==> src/rtl/segre_mem_arbiter.sv <==
// Memory arbiter shared by the icache and dcache: requests are queued in one FIFO
// and issued to memory one at a time, with completions routed back to the owner.
package segre_mem_arbiter_pkg;
    localparam int CACHE_LINE_SIZE_BITS = 128;
    localparam int ARB_BUF_SIZE = 16;
    localparam int ARB_PTR_SIZE = $clog2(ARB_BUF_SIZE);

    typedef enum logic {
        ICACHE = 1'b0,
        DCACHE = 1'b1
    } cache_id_e;

    typedef struct packed {
        cache_id_e                       cache_id;
        logic                            rd_wr;
        logic [31:0]                     addr;
        logic [CACHE_LINE_SIZE_BITS-1:0] data;
    } cache_mem_req_t;
endpackage

module segre_mem_arbiter
    import segre_mem_arbiter_pkg::*;
#(
    parameter int BUF_SIZE = ARB_BUF_SIZE
) (
    input  logic                            clk_i,
    input  logic                            rst_i,
    input  logic                            ic_req_valid_i,
    input  cache_mem_req_t                  ic_req_i,
    output logic                            ic_req_ready_o,
    input  logic                            dc_req_valid_i,
    input  cache_mem_req_t                  dc_req_i,
    output logic                            dc_req_ready_o,
    output logic                            mem_req_valid_o,
    output cache_mem_req_t                  mem_req_o,
    input  logic                            mem_req_ready_i,
    input  logic                            mem_rsp_valid_i,
    input  logic [CACHE_LINE_SIZE_BITS-1:0] mem_rsp_line_i,
    output logic                            ic_rsp_valid_o,
    output logic                            dc_rsp_valid_o,
    output logic [CACHE_LINE_SIZE_BITS-1:0] rsp_line_o
);
    localparam int PTR_W = $clog2(BUF_SIZE);
    localparam logic [PTR_W:0] DEPTH = (PTR_W+1)'(BUF_SIZE);

    typedef enum logic [1:0] {
        IDLE,
        ISSUE,
        WAIT
    } state_e;

    state_e           state;
    cache_mem_req_t   fifo [BUF_SIZE];
    logic [PTR_W-1:0] wr_ptr;
    logic [PTR_W-1:0] rd_ptr;
    logic [PTR_W:0]   count;
    logic             dc_push;
    logic             ic_push;
    logic             pop;

    // Readiness looks only at the registered count; a same-cycle pop frees nothing yet.
    assign dc_req_ready_o = (count < DEPTH);
    assign dc_push        = dc_req_valid_i & dc_req_ready_o;
    assign ic_req_ready_o = ((count + (PTR_W+1)'(dc_push)) < DEPTH);
    assign ic_push        = ic_req_valid_i & ic_req_ready_o;
    assign pop            = (state == WAIT) & mem_rsp_valid_i;

    // Storage needs no reset: the pointers and count define which entries are live.
    // The dcache entry takes the lower slot when both caches push together.
    always_ff @(posedge clk_i) begin
        if (dc_push)
            fifo[wr_ptr] <= dc_req_i;
        if (ic_push)
            fifo[wr_ptr + PTR_W'(dc_push)] <= ic_req_i;
    end

    always_ff @(posedge clk_i or posedge rst_i) begin
        if (rst_i) begin
            wr_ptr <= '0;
            rd_ptr <= '0;
            count  <= '0;
        end else begin
            wr_ptr <= wr_ptr + PTR_W'(dc_push) + PTR_W'(ic_push);
            rd_ptr <= rd_ptr + PTR_W'(pop);
            count  <= count + (PTR_W+1)'(dc_push) + (PTR_W+1)'(ic_push) - (PTR_W+1)'(pop);
        end
    end

    always_ff @(posedge clk_i or posedge rst_i) begin
        if (rst_i) begin
            state           <= IDLE;
            mem_req_valid_o <= 1'b0;
            mem_req_o       <= '0;
            ic_rsp_valid_o  <= 1'b0;
            dc_rsp_valid_o  <= 1'b0;
            rsp_line_o      <= '0;
        end else begin
            ic_rsp_valid_o <= 1'b0;
            dc_rsp_valid_o <= 1'b0;
            case (state)
                IDLE: begin
                    if (count != '0) begin
                        state           <= ISSUE;
                        mem_req_valid_o <= 1'b1;
                        mem_req_o       <= fifo[rd_ptr];
                    end
                end
                ISSUE: begin
                    if (mem_req_ready_i) begin
                        state           <= WAIT;
                        mem_req_valid_o <= 1'b0;
                    end
                end
                WAIT: begin
                    // mem_req_o still holds the head entry, so it names the owner.
                    if (mem_rsp_valid_i) begin
                        state          <= IDLE;
                        rsp_line_o     <= mem_rsp_line_i;
                        ic_rsp_valid_o <= (mem_req_o.cache_id == ICACHE);
                        dc_rsp_valid_o <= (mem_req_o.cache_id == DCACHE);
                    end
                end
                default: begin
                    state           <= IDLE;
                    mem_req_valid_o <= 1'b0;
                end
            endcase
        end
    end
endmodule

==> config.mk <==
export PLATFORM = sky130hd
export DESIGN_NAME = segre_mem_arbiter
export DESIGN_NICKNAME = d
export VERILOG_FILES = /design/src/rtl/segre_mem_arbiter.sv
export SDC_FILE = /design/constraint.sdc
export NUM_CORES = 2
export LEC_CHECK = 0
export CAP_MARGIN = 20
export CORE_ASPECT_RATIO = 0.5
export CORE_MARGIN = 4
export CORE_UTILIZATION = 55
export CTS_BUF_LIST = sky130_fd_sc_hd__clkbuf_4
export DETAILED_ROUTE_END_ITERATION = 10
export PLACE_DENSITY = 0.74
export RECOVER_POWER = 25
export SYNTH_ARGS = -nofsm -noshare
export SYNTH_HDL_FRONTEND = slang
export SYNTH_SLANG_ARGS = --single-unit
export TNS_END_PERCENT = 50
==> constraint.sdc <==
create_clock -name clk_i -period 15.8 [get_ports clk_i]
set_clock_uncertainty 0.1 [all_clocks]
set_input_delay 3.16 -clock clk_i [delete_from_list [all_inputs] [get_ports clk_i]]
set_output_delay 3.16 -clock clk_i [all_outputs]
set_load 0.02 [all_outputs]
==> results.yml <==
setup_path:
  critPathMaxFanout: 88
  crit_path_frequent_cell: "clkbuf_1"
  required_ns: 16.85
  critical_path.max_stage_delay_ns: 3.07
  critPathCaptureType: "register"
  critPathLaunchType: "register"
  cp_data_arrival_time_ns: 11.62
  crit_slowest_cell: "clkbuf_1"
  crit_chain: "buf_12 -> clkbuf_1 -> clkbuf_1 -> mux4_2 -> o22ai_1 -> a21oi_1"
  path_buf_inv: 3
  critPathKind: "reg2reg"
  crit_family: "buffers and inverters"
logic_synthesis:
  syn_avg_cell_area_um2: 17.57
  synth_top_area_cell: "edfxtp_1"
  netlist_instances: 8216
  synthDistinctLibCells: 53
  yosys_warnings: 0
  synth.area.top_cells: "edfxtp_1, mux2_2, mux4_2"
  yosysTopAreaCellShare: 0.5393
  synth_seq_cells: 2900
  ys_async_sr_fraction: 0.1062
  ys.flop_type: "edfxtp_1"
  syn-num-nets: 8688
  ys_seq_area_frac: 0.5927
  synth-edff-count: 2592
  syn_area_um2: 144300
floorplanning:
  rows: 132
  ios: 753
  die_height_um: 370.2
  die-area_um2: 271200
  die_w_um: 732.4
  start_util: 0.5552
  core_um2: 260000
power_and_ir_drop:
  ir_drop_v: 0.0001315
  powerDensity_nw_per_um2: 157.9
  p_leak_nw: 55.46
route:
  wl_per_cell_um: 31.02
  drtIter0Drc: 8780
  ant_nets: 0
  drt_drc_violations_left: 0
  dr.pass1.iters: 5
  routed_via_density: 6.385
  wirelength_mm: 402.4
  num_vias: 82820
timing:
  finalSetupTns_ns: 0
  rsz0062_at_grt: "false"
  fmax_mhz: 94.60
  maxSlewViolCount: 1367
  final_hold_viol_count: 0
  worst_slew_pin_slew_ns: 4.682
  period_minus_slack_ns: 10.57
  whs_ns: 0.3667
  final-setup-viol-count: 0
  relSlewSlack: -2.155
  min_period_over_period: 0.6690
place:
  dp_cells: 11700
  place_congestion: 0.8604
  port_buffers: 752
  dp_hpwl_mm: 212.7
  placed_area_um2: 153200
final_layout:
  area_growth_pct: 11.75
  finalNetCount: 9361
  fill_cells: 19210
  drive_gt1_frac: 0.4427
  stdcell_count: 12970
  fin_area_um2: 161300
global_route:
  gr-usage-all-layers: 0.2917
  grt_pass1_vias: 85760
  overflow: 0
  grt_first_pass_wirelength_mm: 585.1
  grt_max_degree: 142
  antenna_found_initial: 68
clocking:
  cts_buffers: 671
  cts_root_buf: "clkbuf_4"
  cts_resized: 0
  post-cts-setup-buffers: 0
  cts_tree: "yes"
  cts_hold_buf: 0
  path_clk_slew_ns: 0.07
  cts_sinks: 2900
  clockBufferDepth: 4
  clkLatencyLatePin_ns: 1.33
  htreeDepth: 6
hold_path:
  hold_class: "reg2reg"
run_status:
  status: "finished with violations"
  failed_checks: "capacitance limit, slew limit"
flow_run:
  cap_violations: 38
-- flip-flops by register name, indices dropped and copies added, names as in the netlist --
register and cells:
state 2, wr_ptr 4, count 5, mem_req_valid_o 1, rd_ptr 4, dc_rsp_valid_o 1
ic_rsp_valid_o 1, fifo 2592, mem_req_o 162, rsp_line_o 128
-- layout make-up --
class	instances	area [um2]	area share
multi-input cells	4406	53290	0.3305
flip-flops and latches	2900	85550	0.5304
repair buffers	897	8869	0.05499
well taps	3484	4359	0.02703
clock buffers	1105	8295	0.05144
clock inverters	121	744.5	0.004616
diodes	46	115.1	0.0007137
inverters	13	51.30	0.0003181
-- worst min-delay path, stage by stage, from the launching register on --
cell and delay, ns:
dfrtp_1 0.33, nand2_1 0.05, nand2_1 0.06
-- power breakdown --
part | switching, mW | total, mW | internal [mW]
clock | 3.11 | 6.41 | 3.30
sequential | 0.599 | 10.5 | 9.86
combinational | 4.76 | 8.60 | 3.84
total | 8.48 | 25.5 | 17.0
-- metrics by stage --
step / utilization / total power, mW / setup WS, ns
final: 0.6204 / 25.47 / 5.230
after global routing: 0.6203 / 26.56 / 3.905
after CTS: 0.6241 / 25.71 / 6.522
after detailed placement: 0.5893 / 19.33 / 6.526
after global placement: 0.5893 / 19.18 / 6.555
after floorplan: - / 16.53 / 0.04905
-- cell families (layout without fill, tap and decap cells) --
family,after synthesis,after routing,share of synthesized area
compound gates,525,525,0.02202
buf+inv,910,2136,0.03293
fa+ha+maj,14,14,0.001266
mux,3401,3401,0.3374
simple gates,453,453,0.01277
flops,2900,2900,0.5927
other cells,0,46,0
xor+xnor,13,13,0.0009190
-- layer usage --
layer	track usage	vias up	part of all wire
met5	0	-	0.00030
met4	0.1071	18	0.033
met3	0.05038	717	0.078
met2	0.4677	4058	0.48
met1	0.4046	43570	0.41
li1	-	34460	-
-- Yosys cell counts, types with 2 or more instances --
cell type	instances
nand2_1	396
buf_2	288
a22o_1	11
clkbuf_1	459
o22ai_1	300
nand3_1	7
a21boi_1	2
o211ai_1	4
o21ai_0	11
dfrtp_1	308
a31o_1	2
mux4_2	648
mux2i_1	10
buf_1	16
or2_2	4
and2_1	4
nand2b_1	4
mux2_1	276
ha_1	13
o21bai_1	10
xor2_1	4
mux2_2	1639
nor2b_1	11
a211o_1	8
inv_1	13
a21o_1	2
and3_1	7
xnor2_1	8
nor2_1	10
a21oi_1	162
nor3b_1	2
o211a_1	4
edfxtp_1	2592
mux2_4	828
a221oi_1	3
buf_4	8
buf_6	126
-- layout by cell type, fill, tap and decap left out, types with 162 or more instances in the layout --
cell type	instances
edfxtp_1	2592
mux2_2	1629
clkbuf_4	1105
mux4_2	648
mux2_4	604
clkdlybuf4s50_1	530
mux2_1	510
nand2_1	396
dfrtp_1	306
o22ai_1	300
dlygate4sd3_1	222
a21oi_1	162
-- path summary, 6_finish.rpt --
kind / start / to / slack, ns / cells after the start
max: rd_ptr[2] / mem_req_o[77] / 5.23 / 6
min: rsp_line_o[56] / rsp_line_o[56] / 0.37 / 2
max reg2reg: rd_ptr[2] / mem_req_o[77] / 5.23 / 6
min reg2reg: rsp_line_o[56] / rsp_line_o[56] / 0.37 / 2
max in group asynchronous: rst_i / rsp_line_o[98] / 6.87 / 3
min in group asynchronous: rst_i / rsp_line_o[109] / 3.62 / 2
Power figures use the tool's default switching activity.
